### src/rtl/e1000_pkg.sv
// Shared e1000 core types: iDMA command field widths and the command record.
// Latency: n/a (types and constants only).
// Backpressure: n/a.
package e1000_pkg;

  localparam int IDMA_ADDR_W  = 64;  // host address
  localparam int IDMA_LADDR_W = 16;  // local RAM address
  localparam int IDMA_LEN_W   = 16;  // transfer length in bytes

  typedef struct packed {
    logic [IDMA_ADDR_W-1:0]  src;
    logic [IDMA_LADDR_W-1:0] dst;
    logic [IDMA_LEN_W-1:0]   bytes;
  } idma_cmd_t;

endpackage

### src/rtl/sync_fifo.sv
// Generic synchronous first-word-fall-through FIFO.
// Latency: a push is visible on pop_dat the cycle after; the head is read combinationally.
// Backpressure: push is ignored when full and pop is ignored when empty; the caller watches full/empty.
//
// Ports:
//   clk, reset            clock, synchronous active-high reset
//   push, push_dat        write strobe and data
//   pop, pop_dat          read strobe and current head entry
//   count, full, empty    occupancy status
module sync_fifo #(
  parameter int WIDTH = 1,
  parameter int DEPTH = 4
) (
  input  logic                     clk,
  input  logic                     reset,
  input  logic                     push,
  input  logic [WIDTH-1:0]         push_dat,
  input  logic                     pop,
  output logic [WIDTH-1:0]         pop_dat,
  output logic [$clog2(DEPTH):0]   count,
  output logic                     full,
  output logic                     empty
);

  localparam int AW = $clog2(DEPTH);

  logic [WIDTH-1:0] r_mem [DEPTH];
  logic [AW-1:0]    r_wr_ptr;
  logic [AW-1:0]    r_rd_ptr;
  logic [AW:0]      r_count;
  logic             w_push;
  logic             w_pop;

  assign full    = (r_count == (AW+1)'(DEPTH));
  assign empty   = (r_count == '0);
  assign count   = r_count;
  assign pop_dat = r_mem[r_rd_ptr];
  assign w_push  = push && !full;
  assign w_pop   = pop && !empty;

  // Storage carries no reset; only the pointers define what is valid.
  always_ff @(posedge clk) begin
    if (w_push) begin
      r_mem[r_wr_ptr] <= push_dat;
    end
  end

  // DEPTH is a power of two, so the pointers wrap naturally.
  always_ff @(posedge clk) begin
    if (reset) begin
      r_wr_ptr <= '0;
      r_rd_ptr <= '0;
      r_count  <= '0;
    end else begin
      if (w_push) r_wr_ptr <= r_wr_ptr + AW'(1);
      if (w_pop)  r_rd_ptr <= r_rd_ptr + AW'(1);
      case ({w_push, w_pop})
        2'b10:   r_count <= r_count + (AW+1)'(1);
        2'b01:   r_count <= r_count - (AW+1)'(1);
        default: r_count <= r_count;
      endcase
    end
  end

endmodule

### src/rtl/idma_arbiter.sv
// Round-robin share of the single iDMA command channel; completions are routed back in issue order.
// Latency: the grant registers one cycle after req_valid; the response path is combinational.
// Backpressure: idma_ready stalls the held command; a full order FIFO blocks grants; rsp_ready of the head requester drives irpt_ready.
//
// Ports:
//   aclk, reset                      clock, synchronous active-high reset
//   req_* / req_valid / req_ready    per-requester command in (packed, requester i at slice i)
//   idma_* / idma_valid / idma_ready registered command out to the iDMA
//   irpt_* / irpt_valid / irpt_ready completion in from the iDMA
//   rsp_* / rsp_valid / rsp_ready    completion broadcast, one-hot valid
//   outstanding, err_orphan          in-flight count, pulse on a completion with nothing in flight
module idma_arbiter
  import e1000_pkg::*;
#(
  parameter int NUM_REQ         = 2,
  parameter int MAX_OUTSTANDING = 4
) (
  input  logic                             aclk,
  input  logic                             reset,
  input  logic [IDMA_ADDR_W*NUM_REQ-1:0]   req_src_addr,
  input  logic [IDMA_LADDR_W*NUM_REQ-1:0]  req_dst_addr,
  input  logic [IDMA_LEN_W*NUM_REQ-1:0]    req_bytes,
  input  logic [NUM_REQ-1:0]               req_valid,
  output logic [NUM_REQ-1:0]               req_ready,
  output logic [IDMA_ADDR_W-1:0]           idma_src_addr,
  output logic [IDMA_LADDR_W-1:0]          idma_dst_addr,
  output logic [IDMA_LEN_W-1:0]            idma_bytes,
  output logic                             idma_valid,
  input  logic                             idma_ready,
  input  logic [IDMA_ADDR_W-1:0]           irpt_src_addr,
  input  logic [IDMA_LADDR_W-1:0]          irpt_dst_addr,
  input  logic [IDMA_LEN_W-1:0]            irpt_bytes,
  input  logic                             irpt_valid,
  output logic                             irpt_ready,
  output logic [IDMA_ADDR_W-1:0]           rsp_src_addr,
  output logic [IDMA_LADDR_W-1:0]          rsp_dst_addr,
  output logic [IDMA_LEN_W-1:0]            rsp_bytes,
  output logic [NUM_REQ-1:0]               rsp_valid,
  input  logic [NUM_REQ-1:0]               rsp_ready,
  output logic [$clog2(MAX_OUTSTANDING):0] outstanding,
  output logic                             err_orphan
);

  localparam int IW = $clog2(NUM_REQ);
  localparam int CW = $clog2(MAX_OUTSTANDING) + 1;

  localparam logic [0:0] S_IDLE  = 1'b0;
  localparam logic [0:0] S_ISSUE = 1'b1;

  logic [0:0]         r_state;
  logic [IW-1:0]      r_rr_ptr;
  logic [IW-1:0]      r_grant;
  idma_cmd_t          r_cmd;
  logic               r_idma_valid;
  logic [NUM_REQ-1:0] r_req_ready;
  logic               r_err_orphan;

  logic [IW-1:0]      w_gnt_idx;
  logic               w_gnt_found;
  logic               w_grant_take;
  logic               w_push;
  logic               w_pop;
  logic [IW-1:0]      w_head;
  logic [CW-1:0]      w_count;
  logic               w_full;
  logic               w_empty;

  // First valid requester at or after rr_ptr, wrapping upward.
  always_comb begin
    w_gnt_idx   = '0;
    w_gnt_found = 1'b0;
    for (int k = 0; k < NUM_REQ; k++) begin
      if (!w_gnt_found && req_valid[(int'(r_rr_ptr) + k) % NUM_REQ]) begin
        w_gnt_found = 1'b1;
        w_gnt_idx   = IW'((int'(r_rr_ptr) + k) % NUM_REQ);
      end
    end
  end

  // Full is judged on the count at grant time; since only one command is in
  // flight between grant and push, the later push always finds a free slot.
  assign w_grant_take = (r_state == S_IDLE) && w_gnt_found && !w_full;
  assign w_push       = (r_state == S_ISSUE) && r_idma_valid && idma_ready;

  always_ff @(posedge aclk) begin
    if (reset) begin
      r_state      <= S_IDLE;
      r_rr_ptr     <= '0;
      r_grant      <= '0;
      r_cmd        <= '0;
      r_idma_valid <= 1'b0;
      r_req_ready  <= '0;
      r_err_orphan <= 1'b0;
    end else begin
      r_req_ready  <= '0;
      r_err_orphan <= irpt_valid && w_empty;
      case (r_state)
        S_IDLE: begin
          if (w_grant_take) begin
            r_req_ready  <= NUM_REQ'(1) << w_gnt_idx;
            r_cmd.src    <= req_src_addr[IDMA_ADDR_W*w_gnt_idx +: IDMA_ADDR_W];
            r_cmd.dst    <= req_dst_addr[IDMA_LADDR_W*w_gnt_idx +: IDMA_LADDR_W];
            r_cmd.bytes  <= req_bytes[IDMA_LEN_W*w_gnt_idx +: IDMA_LEN_W];
            r_grant      <= w_gnt_idx;
            r_idma_valid <= 1'b1;
            r_state      <= S_ISSUE;
          end
        end
        S_ISSUE: begin
          if (idma_ready) begin
            r_idma_valid <= 1'b0;
            r_rr_ptr     <= (r_grant == IW'(NUM_REQ - 1)) ? '0 : r_grant + IW'(1);
            r_state      <= S_IDLE;
          end
        end
        default: r_state <= S_IDLE;
      endcase
    end
  end

  sync_fifo #(
    .WIDTH (IW),
    .DEPTH (MAX_OUTSTANDING)
  ) u_order_fifo (
    .clk      (aclk),
    .reset    (reset),
    .push     (w_push),
    .push_dat (r_grant),
    .pop      (w_pop),
    .pop_dat  (w_head),
    .count    (w_count),
    .full     (w_full),
    .empty    (w_empty)
  );

  // With nothing in flight the completion is accepted and dropped so the iDMA
  // never wedges; err_orphan flags it one cycle later.
  assign rsp_valid  = (irpt_valid && !w_empty) ? (NUM_REQ'(1) << w_head) : '0;
  assign irpt_ready = w_empty ? 1'b1 : rsp_ready[w_head];
  assign w_pop      = irpt_valid && irpt_ready && !w_empty;

  assign rsp_src_addr  = irpt_src_addr;
  assign rsp_dst_addr  = irpt_dst_addr;
  assign rsp_bytes     = irpt_bytes;

  assign idma_src_addr = r_cmd.src;
  assign idma_dst_addr = r_cmd.dst;
  assign idma_bytes    = r_cmd.bytes;
  assign idma_valid    = r_idma_valid;
  assign req_ready     = r_req_ready;
  assign outstanding   = w_count;
  assign err_orphan    = r_err_orphan;

endmodule

### config.mk
export PLATFORM = sky130hd
export DESIGN_NAME = idma_arbiter
export DESIGN_NICKNAME = d
export VERILOG_FILES = /design/src/rtl/e1000_pkg.sv /design/src/rtl/sync_fifo.sv /design/src/rtl/idma_arbiter.sv
export SDC_FILE = /design/constraint.sdc
export NUM_CORES = 1
export LEC_CHECK = 0
export CAP_MARGIN = 0
export CORE_AREA = 2 2 193 195
export CTS_BUF_LIST = sky130_fd_sc_hd__clkbuf_8
export DETAILED_ROUTE_END_ITERATION = 10
export DIE_AREA = 0 0 195 197
export MAX_ROUTING_LAYER = met4
export PLACE_DENSITY = 0.51
export SYNTH_ARGS = -nofsm -noshare
export SYNTH_HDL_FRONTEND = slang
export SYNTH_HIERARCHICAL = 1
export SYNTH_SLANG_ARGS = --single-unit
### constraint.sdc
create_clock -name aclk -period 2.3 [get_ports aclk]
set_input_delay 0.46 -clock aclk [delete_from_list [all_inputs] [get_ports aclk]]
set_output_delay 0.46 -clock aclk [all_outputs]
set_load 0.05 [all_outputs]
==> After elaboration in Yosys (flattened, before gate mapping) <==
Memories as Yosys holds them, arrays and structs flattened. A register that Yosys moved wholly into a read port is not among the register bits.
Cells that the tools add are included.
{ "totals": {"mem_count": 1, "ramBits": 4, "elab_cells": 80, "out_inout_bits": 202, "inputBits": 296, "register_bits": 110} }
{ "mem_list": {"columns": ["name", "words", "word_bits", "read_ports", "rd_ports_with_merged_regs", "wr", "line", "source"], "rows": [
  ["u_order_fifo.r_mem", 4, 1, 1, 1, 1, "sync_fifo.sv:27", "logic [WIDTH-1:0] r_mem [DEPTH];"]
]} }
{ "classes": {"n_eq_ne": 5, "n_reduce_logical": 20, "bitwise": 3, "muxes": 25, "n_shift": 5, "n_addsub": 6, "order_cmp": 3} }
{ "ops": {"columns": ["op", "count"], "rows": [
  ["$shiftx 128x8->64", 1],
  ["$shiftx 32x6->16", 2],
  ["$mux 1", 19],
  ["$logic_and 1x1->1", 11],
  ["$mux 2", 3],
  ["$pmux 3 s2", 1],
  ["$reduce_and 2->1", 3],
  ["$add 2x1->2 const B", 2],
  ["$lt 1x2->1 const B", 2],
  ["$ne 2x2->1 const B", 2],
  ["$pmux 1 s2", 2],
  ["$shl 1x1->2 const A", 2],
  ["$add 3x1->3 const B", 1],
  ["$eq 3x3->1 const B", 1],
  ["$logic_not 1->1", 3],
  ["$logic_not 3->1", 1],
  ["$lt 2x3->1 const B", 1],
  ["$reduce_or 3->1", 1],
  ["$sub 3x1->3 const B", 1],
  ["$add 1x1->1 const B", 2],
  ["$eq 2x1->1 const B", 1],
  ["$eq 2x2->1 const B", 1],
  ["$not 1->1", 2],
  ["$reduce_bool 2->1", 1],
  ["$and 1x1->1 const A", 1]
]} }

==> Longest topological paths before layout <==
Gate-level depths: netlist (run 1).
{ "depth": {"word_depth": 11, "ltp_mapped": 11, "ltp_nobuf": 11} }

==> By module <==
The synthesis (run 1) kept the hierarchy.
{ "by_module_without_submodules": {"columns": ["mod", "area_each_um2", "seq_area_each_um2", "cells_per_inst", "instances"], "rows": [
  ["idma_arbiter", 4793.3, 2062.0, 484, 1],
  ["sync_fifo", 618.1, 300.3, 59, 1]
]} }

==> Worst setup path after synthesis (run 1) <==
No wires, ideal clock.
{ "synth_path": {"path_kind": "register to register", "from": "reg u_order_fifo.r_count[0] (netlist: u_order_fifo/count[0])", "to": "reg u_order_fifo.r_count[2] (netlist: u_order_fifo/count[2])", "arrival_time_ns": 2.568, "path_buffers": 0, "required_ns": 2.230, "period_less_slack_ns": 2.638, "stages_incl_launch_ff": 12, "setup_slack_ns": -0.338, "cell_sequence": "dfxtp_1 nor3_2 nand2b_1 nor2_1 o31ai_1 inv_1 ha_1 inv_1 fa_1 xor2_1 or3_1 a21oi_1"} }
{ "synth_between": {"elab_chain_cells": 7, "word_cells_on_any_way": 15} }
{ "synth_rtl": {"columns": ["element", "line", "source"], "rows": [
  ["start: declaration", "sync_fifo.sv:30", "logic [AW:0] r_count;"],
  ["start signal: assignment", "sync_fifo.sv:58", "2'b10: r_count <= r_count + (AW+1)'(1);"],
  ["start signal: assignment", "sync_fifo.sv:59", "2'b01: r_count <= r_count - (AW+1)'(1);"],
  ["start signal: assignment", "sync_fifo.sv:60", "default: r_count <= r_count;"],
  ["$logic_not 3->1 (*)", "sync_fifo.sv:35", "assign empty = (r_count == '0);"],
  ["named net w_empty", "idma_arbiter.sv:66", "logic w_empty;"],
  ["$mux 1", "idma_arbiter.sv:139", "assign irpt_ready = w_empty ? 1'b1 : rsp_ready[w_head];"],
  ["$logic_and 1x1->1", "idma_arbiter.sv:140", "assign w_pop = irpt_valid && irpt_ready && !w_empty;"],
  ["$logic_and 1x1->1 (*)", "idma_arbiter.sv:140", null],
  ["named net w_pop", "idma_arbiter.sv:62", "logic w_pop;"],
  ["$logic_and 1x1->1 (*)", "sync_fifo.sv:39", "assign w_pop = pop && !empty;"],
  ["named net u_order_fifo.w_pop", "sync_fifo.sv:32", "logic w_pop;"],
  ["$eq 2x1->1 or $eq 2x2->1 (tied branches)", "sync_fifo.sv:57", "case ({w_push, w_pop})"],
  ["$pmux 3 s2 or $reduce_bool 2->1 (tied branches)", null, null]
]} }
Mark *: on every way through the listed nets, which the timed path passes. The rest lies on a longest branch.
A chain may end at the register's enable or synchronous reset.

==> impl_metrics.prom, run 1 <==
# TYPE chip_impl_metric gauge
chip_impl_metric{name="total_leakage_power",unit="nW"} 3.87
chip_impl_metric{name="report.final.slew_viol_count",unit=""} 0
chip_impl_metric{name="fraction_of_power_consumed_by_combinational_cells",unit=""} 0.287
chip_impl_info{name="top_layer_in_use",value="met4"} 1
chip_impl_metric{name="dp_cells",unit=""} 1207
chip_impl_metric{name="cts-htree-levels",unit=""} 4
chip_impl_metric{name="dr_vias",unit=""} 4634
chip_impl_metric{name="synth_fp_nets",unit=""} 845
chip_impl_metric{name="synth_sequential_area_ratio",unit=""} 0.437
chip_impl_info{name="cts_tree",value="yes"} 1
chip_impl_metric{name="firstDrtPassIters",unit=""} 4
chip_impl_info{name="synth_largest_area_cell",value="dfxtp_1"} 1
chip_impl_metric{name="maxClockFrequency",unit="MHz"} 393
chip_impl_metric{name="drt-met1-wl",unit="um"} 7660
chip_impl_metric{name="min_period_over_period",unit=""} 1.11
chip_impl_info{name="crit_path_slowest_cell",value="mux4_2"} 1
chip_impl_metric{name="p_sw_frac",unit=""} 0.325
chip_impl_metric{name="dpl.hpwl",unit="um"} 14600
chip_impl_metric{name="design.die.area",unit="mm2"} 0.0384
chip_impl_metric{name="placement_rows",unit=""} 70
chip_impl_metric{name="dp_worst_setup_slack",unit="ns"} -0.263
chip_impl_metric{name="ios",unit=""} 498
chip_impl_metric{name="number_of_hold_repair_buffers_added_at_the_cts_stage",unit=""} 0
chip_impl_metric{name="number_of_antenna_violations_at_the_first_check_in_global_routing",unit=""} 0
chip_impl_info{name="critPathKind",value="reg -> reg"} 1
chip_impl_info{name="endpoint_kind",value="register"} 1
chip_impl_metric{name="totalPowerFinal",unit="mW"} 6.22
chip_impl_metric{name="drive_above_1_share",unit=""} 0.0934
chip_impl_metric{name="grt.overflow.total",unit=""} 0
chip_impl_info{name="synthFlopType",value="dfxtp_1"} 1
chip_impl_metric{name="vias_per_cell",unit=""} 3.74
chip_impl_metric{name="setup_slack",unit="ns"} -0.247
chip_impl_metric{name="port_buffers",unit=""} 305
chip_impl_metric{name="synth-edff-count",unit=""} 4
chip_impl_metric{name="clock_skew",unit="ns"} 0.0110
chip_impl_metric{name="netlist-cell-type-count",unit=""} 32
chip_impl_info{name="clockRootBuffer",value="clkbuf_8"} 1
chip_impl_metric{name="total_internal_power",unit="mW"} 4.20
chip_impl_metric{name="postSynthRegisterBits",unit=""} 116
chip_impl_metric{name="initial_core_util",unit=""} 0.149
chip_impl_metric{name="setup_viol",unit=""} 3
chip_impl_info{name="most-common-layout-cells",value="clkdlybuf4s50_1, dfxtp_1, a21o_1"} 1
chip_impl_metric{name="gr-usage-all-layers",unit=""} 0.102
chip_impl_metric{name="postRouteWirelength",unit="um"} 19500
chip_impl_metric{name="clock_group_share_of_total_power",unit=""} 0.343
chip_impl_metric{name="vdd.ir_drop.worst",unit="V"} 0.000337
chip_impl_metric{name="post_route_drc",unit=""} 0
chip_impl_metric{name="synthesis.instances",unit=""} 543
chip_impl_metric{name="first_global_vias",unit=""} 4733
chip_impl_metric{name="clock_latency",unit="ns"} 0.47
chip_impl_metric{name="worst-r2r-setup-slack",unit="ns"} -0.25
chip_impl_metric{name="post_drt_wl_per_cell",unit="um"} 15.8
chip_impl_metric{name="critPathMaxStageDelay",unit="ns"} 0.51
chip_impl_metric{name="final_period_minus_worst_setup_slack",unit="ns"} 2.55
chip_impl_metric{name="grt_start_max_net_pins",unit=""} 67
chip_impl_metric{name="placeableCoreArea",unit="mm2"} 0.0363
chip_impl_info{name="rsz0062_at_grt",value="true"} 1
chip_impl_metric{name="synth.yosys.warnings",unit=""} 6
chip_impl_info{name="timing.critical_path.cells",value="mux4_2 -> mux2i_2 -> nor2_2 -> o31ai_2 -> inv_1 -> ha_2 -> inv_2 -> fa_2 -> xor2_1 -> or3_1 -> a21oi_1"} 1
chip_impl_metric{name="mapped_area",unit="mm2"} 0.00541
chip_impl_metric{name="netlist.area_leader.share",unit=""} 0.414
chip_impl_metric{name="instances_no_fill",unit=""} 1239
chip_impl_metric{name="pwr_density_cell",unit="mW/mm2"} 702
chip_impl_info{name="netlist_top_cells_area",value="dfxtp_1, buf_4, a22o_1"} 1
chip_impl_metric{name="clock_sink_count",unit=""} 116
chip_impl_metric{name="insertedDiodeCount",unit=""} 0
chip_impl_metric{name="cts_buffers",unit=""} 17
chip_impl_info{name="violations",value="negative setup slack"} 1
chip_impl_metric{name="die_x",unit="um"} 195
chip_impl_metric{name="timing.max_cap.violations",unit=""} 0
chip_impl_metric{name="global_route_wire_length_before_repair",unit="um"} 28200
chip_impl_metric{name="async_flop_share",unit=""} 0
chip_impl_metric{name="design.final.nets",unit=""} 1060
chip_impl_metric{name="worstPathArrival",unit="ns"} 2.94
chip_impl_metric{name="path_clk_slew",unit="ns"} 0.07
chip_impl_info{name="critPathLaunchType",value="register"} 1
chip_impl_info{name="run_status",value="finished with violations"} 1
chip_impl_metric{name="area.growth.synth_to_final",unit="%"} 63.7
chip_impl_info{name="layout.cells.most_common",value="clkdlybuf4s50_1"} 1
chip_impl_metric{name="met2_length",unit="um"} 9470
chip_impl_metric{name="power.share.sequential",unit=""} 0.371
chip_impl_metric{name="avgSynthCellArea",unit="um2"} 9.97
chip_impl_metric{name="critPathMaxFanout",unit=""} 2
chip_impl_metric{name="power.net_switching",unit="mW"} 2.02
chip_impl_metric{name="first_iter_violations",unit=""} 134
chip_impl_info{name="holdCritPathClass",value="reg -> reg"} 1
chip_impl_metric{name="drt.antenna.violating_nets",unit=""} 0
chip_impl_metric{name="die_height",unit="um"} 197
chip_impl_metric{name="max_slew_margin",unit=""} 0.629
chip_impl_metric{name="critical_path_required",unit="ns"} 2.69
chip_impl_metric{name="routability_congestion_estimate",unit=""} 0.698
chip_impl_metric{name="routed-wl-met3",unit="um"} 1570
chip_impl_metric{name="worst_pin_slew",unit="ns"} 0.555
chip_impl_metric{name="cts-root-to-sink-buffers",unit=""} 2
chip_impl_metric{name="hold_viol_final",unit=""} 0
chip_impl_metric{name="cts_post_setup_buffers_inserted",unit=""} 0
registers in the layout, indices dropped and copies added, names as in the netlist, 2 cells and up, named ones only:
| register | count |
|---|---|
| req_ready | 2 |
| u_order_fifo/count | 3 |
| u_order_fifo/r_mem | 4 |
| idma_dst_addr | 16 |
| idma_bytes | 16 |
| u_order_fifo/r_wr_ptr | 2 |
| idma_src_addr | 64 |
| u_order_fifo/r_rd_ptr | 2 |
path summary, 6_finish.rpt:
| path | cells after the start | endpoint | start |
|---|---|---|---|
| max reg2reg | 11 | u_order_fifo/count[2]$_SDFFE_PP0P_ | u_order_fifo/r_mem[3]$_DFFE_PP_ |
| max | 11 | u_order_fifo/count[2]$_SDFFE_PP0P_ | u_order_fifo/r_mem[3]$_DFFE_PP_ |
| min reg2reg | 2 | idma_src_addr[50]$_SDFFE_PP0P_ | idma_src_addr[50]$_SDFFE_PP0P_ |
| min | 2 | idma_src_addr[50]$_SDFFE_PP0P_ | idma_src_addr[50]$_SDFFE_PP0P_ |
metrics by stage:
| stage | setup TNS (ns) | hold slack, ns | utilization | area [um2] |
|---|---|---|---|---|
| floorplan | -0.181 | 0.459 | - | 5430 |
| global placement | -0.373 | 0.434 | 0.232 | 8410 |
| detailed placement | -0.386 | 0.442 | 0.232 | 8410 |
| CTS | -0.570 | 0.451 | 0.244 | 8850 |
| global route | -0.923 | 0.472 | 0.244 | 8860 |
| finish | -0.418 | 0.447 | 0.244 | 8860 |
per-layer routing:
metal / vias up / GRT usage
met1: 2114 / 0.105
met3: 64 / 0.0387
li1: 2233 / -
met4: 0 / 0.0608
met2: 223 / 0.168
met5: - / -
cell usage after synthesis, types with 4 or more instances:
library cell and count:
buf_6 6, o21ai_0 28, a21o_1 65, dfxtp_1 112, and2_1 4, a21oi_1 6, buf_4 100, mux2i_1 33
nor2_1 14, edfxtp_1 4, ha_1 5, buf_2 16, clkbuf_1 5, a22o_1 64, o21ai_1 8, nand2_1 40
inv_1 10
layout make-up:
type | count | area, um2
clock buffer | 18 | 248
clock inverter | 14 | 185
fill | 3940 | 27400
inverter | 10 | 37.5
multi-input combinational | 289 | 2130
sequential | 116 | 2370
tap | 468 | 586
timing repair buffer | 324 | 3300
logic make-up after synthesis:
kind of cell,after synthesis,share of synthesized area
adders and majority gates,6,0.0153
AOI/OAI and AO/OA,174,0.239
DFF,116,0.437
and+or+nand+nor,72,0.0624
buffers and inverters,138,0.177
muxes,34,0.0652
xor gates and xnor gates,3,0.00486
worst max-delay path: cells and delay by family (launching register included):
family | cells | cell delay [ns]
AO/OA/AOI/OAI | 2 | 0.20
XOR/XNOR | 1 | 0.15
adder cells (fa/ha/maj) | 2 | 0.51
buffers and inverters | 2 | 0.11
flip-flops | 1 | 0.36
multiplexers | 2 | 0.70
AND/OR/NAND/NOR | 2 | 0.44
power by group through the flow:
stage / clock network, mW / registers (mW) / logic (mW)
4_1_cts: 2.25 / 2.31 / 1.81
6_report: 2.13 / 2.30 / 1.78
5_1_grt: 2.33 / 2.33 / 1.88
3_5_place_dp: 0 / 2.35 / 1.80
3_3_place_gp: 0 / 2.35 / 1.80
2_1_floorplan: 0 / 2.94 / 0.826
what timing repair did:
item | CTS | global route
endpoints found under the setup margin | 4 | 6
gates resized for setup | 2 | 3
pin swaps | 1 | 1
Note: power is estimated with default switching activity, not from simulation.
==> run 2, diff against run 1 <==
--- a/config.mk
+++ b/config.mk
@@ -6,12 +6,12 @@
 export NUM_CORES = 1
 export LEC_CHECK = 0
 export CAP_MARGIN = 0
-export CORE_AREA = 2 2 193 195
-export CTS_BUF_LIST = sky130_fd_sc_hd__clkbuf_8
+export CORE_AREA = 2 2 196 198
+export CTS_BUF_LIST = sky130_fd_sc_hd__clkbuf_16
 export DETAILED_ROUTE_END_ITERATION = 10
-export DIE_AREA = 0 0 195 197
+export DIE_AREA = 0 0 198 200
 export MAX_ROUTING_LAYER = met4
-export PLACE_DENSITY = 0.51
+export PLACE_DENSITY = 0.5
 export SYNTH_ARGS = -nofsm -noshare
 export SYNTH_HDL_FRONTEND = slang
 export SYNTH_HIERARCHICAL = 1
==> constraint.sdc (replaced) <==
create_clock -name aclk -period 2.3 [get_ports aclk]
set_input_delay 0.345 -clock aclk [delete_from_list [all_inputs] [get_ports aclk]]
set_output_delay 0.345 -clock aclk [all_outputs]
set_load 0.05 [all_outputs]
==> run 2 against run 1 <==
  * The run still ends with negative setup slack left
  * Global-route usage decreased by 0.43 points
  * Design area increased by 2.1%
  * Critical path type unchanged
  * Via count increased by 0.39%
  * Core utilization decreased by 0.24 points
  * Worst hold slack got worse by 0.0024 ns
  * Combinational power about the same
  * Fmax decreased by 0.79%
  * Power increased by 8.1%
  * Clock-buffer cell count unchanged
  * Non-clock buffer count increased by 1
==> impl_metrics.prom, run 2 (synthesis results as in run 1) <==
# TYPE chip_impl_metric gauge
chip_impl_info{name="run_status",value="finished with violations"} 1
chip_impl_info{name="violations",value="negative setup slack"} 1
chip_impl_metric{name="max_slew_margin",unit=""} 0.604
chip_impl_metric{name="clock_skew",unit="ns"} 0.00861
chip_impl_metric{name="dp_cells",unit=""} 1248
chip_impl_metric{name="ios",unit=""} 498
chip_impl_metric{name="worst-r2r-setup-slack",unit="ns"} -0.27
chip_impl_info{name="critical_path.reg2reg.startpoint",value="u_order_fifo/r_mem[3]$_DFFE_PP_"} 1
chip_impl_metric{name="critPathMaxStageDelay",unit="ns"} 0.53
chip_impl_metric{name="instances_no_fill",unit=""} 1283
chip_impl_metric{name="worstPathArrival",unit="ns"} 2.93
chip_impl_metric{name="clock_latency",unit="ns"} 0.42
chip_impl_info{name="holdCritPathClass",value="reg -> reg"} 1
chip_impl_info{name="critical_path.reg2reg.endpoint",value="u_order_fifo/count[2]$_SDFFE_PP0P_"} 1
chip_impl_metric{name="dp_worst_setup_slack",unit="ns"} -0.287
chip_impl_metric{name="design.final.nets",unit=""} 1061
chip_impl_metric{name="setup_slack",unit="ns"} -0.268
chip_impl_metric{name="multiInputGateArea",unit="mm2"} 0.00214
chip_impl_info{name="setup.worst_path.start",value="u_order_fifo/r_mem[3]$_DFFE_PP_"} 1
chip_impl_metric{name="number_of_hold_repair_buffers_added_at_the_cts_stage",unit=""} 0
chip_impl_metric{name="post-route-cell-area",unit="mm2"} 0.00905
chip_impl_metric{name="maxClockFrequency",unit="MHz"} 389
chip_impl_metric{name="cts-htree-levels",unit=""} 4
chip_impl_metric{name="path_clk_slew",unit="ns"} 0.06
chip_impl_info{name="timing.critical_path.cells",value="mux4_2 -> mux2i_2 -> nor2_2 -> o31ai_2 -> inv_1 -> ha_2 -> inv_2 -> fa_2 -> xor2_1 -> or3_1 -> a21oi_2"} 1
chip_impl_metric{name="clock_sink_count",unit=""} 116
chip_impl_metric{name="final_period_minus_worst_setup_slack",unit="ns"} 2.57
chip_impl_metric{name="hold_viol_final",unit=""} 0
chip_impl_metric{name="postRouteWirelength",unit="um"} 19400
chip_impl_metric{name="firstDrtPassIters",unit=""} 4
chip_impl_info{name="crit_path_slowest_cell",value="mux4_2"} 1
chip_impl_metric{name="grt_start_max_net_pins",unit=""} 55
chip_impl_info{name="rsz0062_at_grt",value="true"} 1
chip_impl_metric{name="vdd.ir_drop.worst",unit="V"} 0.000402
chip_impl_metric{name="insertedDiodeCount",unit=""} 0
chip_impl_info{name="cts_tree",value="yes"} 1
chip_impl_metric{name="report.final.slew_viol_count",unit=""} 0
chip_impl_metric{name="timing.critical_path.depth",unit=""} 11
chip_impl_info{name="clockRootBuffer",value="clkbuf_16"} 1
chip_impl_metric{name="min_period_over_period",unit=""} 1.12
chip_impl_metric{name="cts_buffers",unit=""} 17
chip_impl_metric{name="postPlaceCellArea",unit="mm2"} 0.00844
chip_impl_metric{name="cts-root-to-sink-buffers",unit=""} 2
chip_impl_info{name="critical_path.endpoint",value="u_order_fifo/count[2]$_SDFFE_PP0P_"} 1
chip_impl_metric{name="p_sw_frac",unit=""} 0.311
chip_impl_metric{name="number_of_antenna_violations_at_the_first_check_in_global_routing",unit=""} 0
chip_impl_metric{name="placement_rows",unit=""} 71
chip_impl_metric{name="dpl.hpwl",unit="um"} 14100
chip_impl_metric{name="clock_group_share_of_total_power",unit=""} 0.391
chip_impl_metric{name="critical_path_required",unit="ns"} 2.66
chip_impl_metric{name="total_leakage_power",unit="nW"} 3.94
chip_impl_metric{name="routability_congestion_estimate",unit=""} 0.693
chip_impl_metric{name="total_internal_power",unit="mW"} 4.63
chip_impl_info{name="layout.cells.most_common",value="clkdlybuf4s50_1"} 1
chip_impl_info{name="critPathLaunchType",value="register"} 1
chip_impl_metric{name="setup_viol",unit=""} 2
chip_impl_metric{name="worst_pin_slew",unit="ns"} 0.592
chip_impl_metric{name="initial_core_util",unit=""} 0.145
chip_impl_info{name="endpoint_kind",value="register"} 1
chip_impl_metric{name="register_area",unit="mm2"} 0.00237
chip_impl_metric{name="fill_cells",unit=""} 3994
chip_impl_metric{name="largest_register_ffs",unit=""} 64
chip_impl_metric{name="fraction_of_power_consumed_by_combinational_cells",unit=""} 0.265
chip_impl_metric{name="timing.max_cap.violations",unit=""} 0
chip_impl_info{name="cpLargestDelayFamily",value="multiplexers"} 1
chip_impl_metric{name="power.net_switching",unit="mW"} 2.09
chip_impl_metric{name="area.growth.synth_to_final",unit="%"} 67.2
chip_impl_metric{name="die_height",unit="um"} 200
chip_impl_info{name="hp-start",value="idma_src_addr[52]$_SDFFE_PP0P_"} 1
chip_impl_info{name="most-common-layout-cells",value="clkdlybuf4s50_1, dfxtp_1, a21o_1"} 1
chip_impl_metric{name="design.die.area",unit="mm2"} 0.0396
chip_impl_metric{name="grt.overflow.total",unit=""} 0
chip_impl_metric{name="first_iter_violations",unit=""} 94
chip_impl_metric{name="post_drt_wl_per_cell",unit="um"} 15.1
chip_impl_metric{name="power.share.sequential",unit=""} 0.343
chip_impl_metric{name="global_route_wire_length_before_repair",unit="um"} 27400
chip_impl_metric{name="port_buffers",unit=""} 305
chip_impl_metric{name="dr_vias",unit=""} 4652
chip_impl_metric{name="pwr_density_cell",unit="mW/mm2"} 743
chip_impl_metric{name="drive_above_1_share",unit=""} 0.0907
chip_impl_metric{name="post_route_drc",unit=""} 0
chip_impl_metric{name="buf_inv_on_cp",unit=""} 2
chip_impl_metric{name="vias_per_cell",unit=""} 3.63
chip_impl_metric{name="gr-usage-all-layers",unit=""} 0.0980
chip_impl_metric{name="placeableCoreArea",unit="mm2"} 0.0374
chip_impl_metric{name="drt.antenna.violating_nets",unit=""} 0
chip_impl_info{name="critPathKind",value="reg -> reg"} 1
chip_impl_metric{name="r2r_cells",unit=""} 11
chip_impl_metric{name="die_x",unit="um"} 198
chip_impl_metric{name="first_global_vias",unit=""} 4679
chip_impl_metric{name="critPathMaxFanout",unit=""} 3
run 2: changes by cell type in the layout (fill, tap and decap cells not counted), sizes merged:
cell	change
inv	+3
bufinv	-2
buf	+1
clkdlybuf4s50	+1
clkinv	-1
dlymetal6s2s	-1
run 2: worst min path at each step:
stage	cells after the start	slack (ns)	end
final	2	0.45	idma_src_addr[52]$_SDFFE_PP0P_
after global routing	2	0.47	idma_bytes[7]$_SDFFE_PP0P_
after CTS	2	0.45	idma_src_addr[52]$_SDFFE_PP0P_
after detailed placement	2	0.44	idma_src_addr[52]$_SDFFE_PP0P_
after global placement	2	0.43	idma_src_addr[42]$_SDFFE_PP0P_
after floorplan	1	0.45	idma_bytes[0]$_SDFFE_PP0P_
run 2: power by group through the flow:
stage	clock network, mW	logic, mW	registers [mW]
after global placement	0	1.80	2.34
final	2.63	1.78	2.31
after global routing	2.84	1.88	2.33
after CTS	2.77	1.81	2.31
after detailed placement	0	1.80	2.35
after floorplan	0	0.826	2.94
run 2: repair_timing:
item                                    4_1_cts  5_1_grt
gates resized for setup                       0        4
hold endpoints to repair                      0        0
setup buffers                                 2        2
pin swaps                                     2        3
endpoints found under the setup margin        2        3
run 2: final cells by class:
| cell class | count | share of cell area |
|---|---|---|
| timing repair buffer | 325 | 0.364 |
| sequential | 116 | 0.262 |
| clock inverter | 14 | 0.0134 |
| inverter | 10 | 0.00415 |
| clock buffer | 18 | 0.0498 |
| tap | 511 | 0.0707 |
| multi-input combinational | 289 | 0.236 |
run 2: per-stage QoR:
stage | power (mW) | TNS [ns] | utilization | hold WS, ns
after global placement | 4.14 | -0.366 | 0.226 | 0.434
after detailed placement | 4.15 | -0.430 | 0.226 | 0.441
final | 6.72 | -0.370 | 0.242 | 0.445
after floorplan | 3.76 | -0.181 | - | 0.455
after CTS | 6.89 | -0.407 | 0.241 | 0.449
after global routing | 7.05 | -0.649 | 0.242 | 0.465
run 2: worst min-delay path: cells and delay by family (launching register included):
kind | cells | cell delay [ns]
DFF | 1 | 0.30
and+or+nand+nor | 1 | 0.05
AOI/OAI and AO/OA | 1 | 0.05
run 2: layer usage:
metal | track usage | wire length, um | part of all wire
met2 | 0.167 | 9970 | 0.51
met1 | 0.0968 | 7230 | 0.37
met4 | 0.0576 | 750 | 0.039
met5 | - | 0 | 0
met3 | 0.0353 | 1470 | 0.076
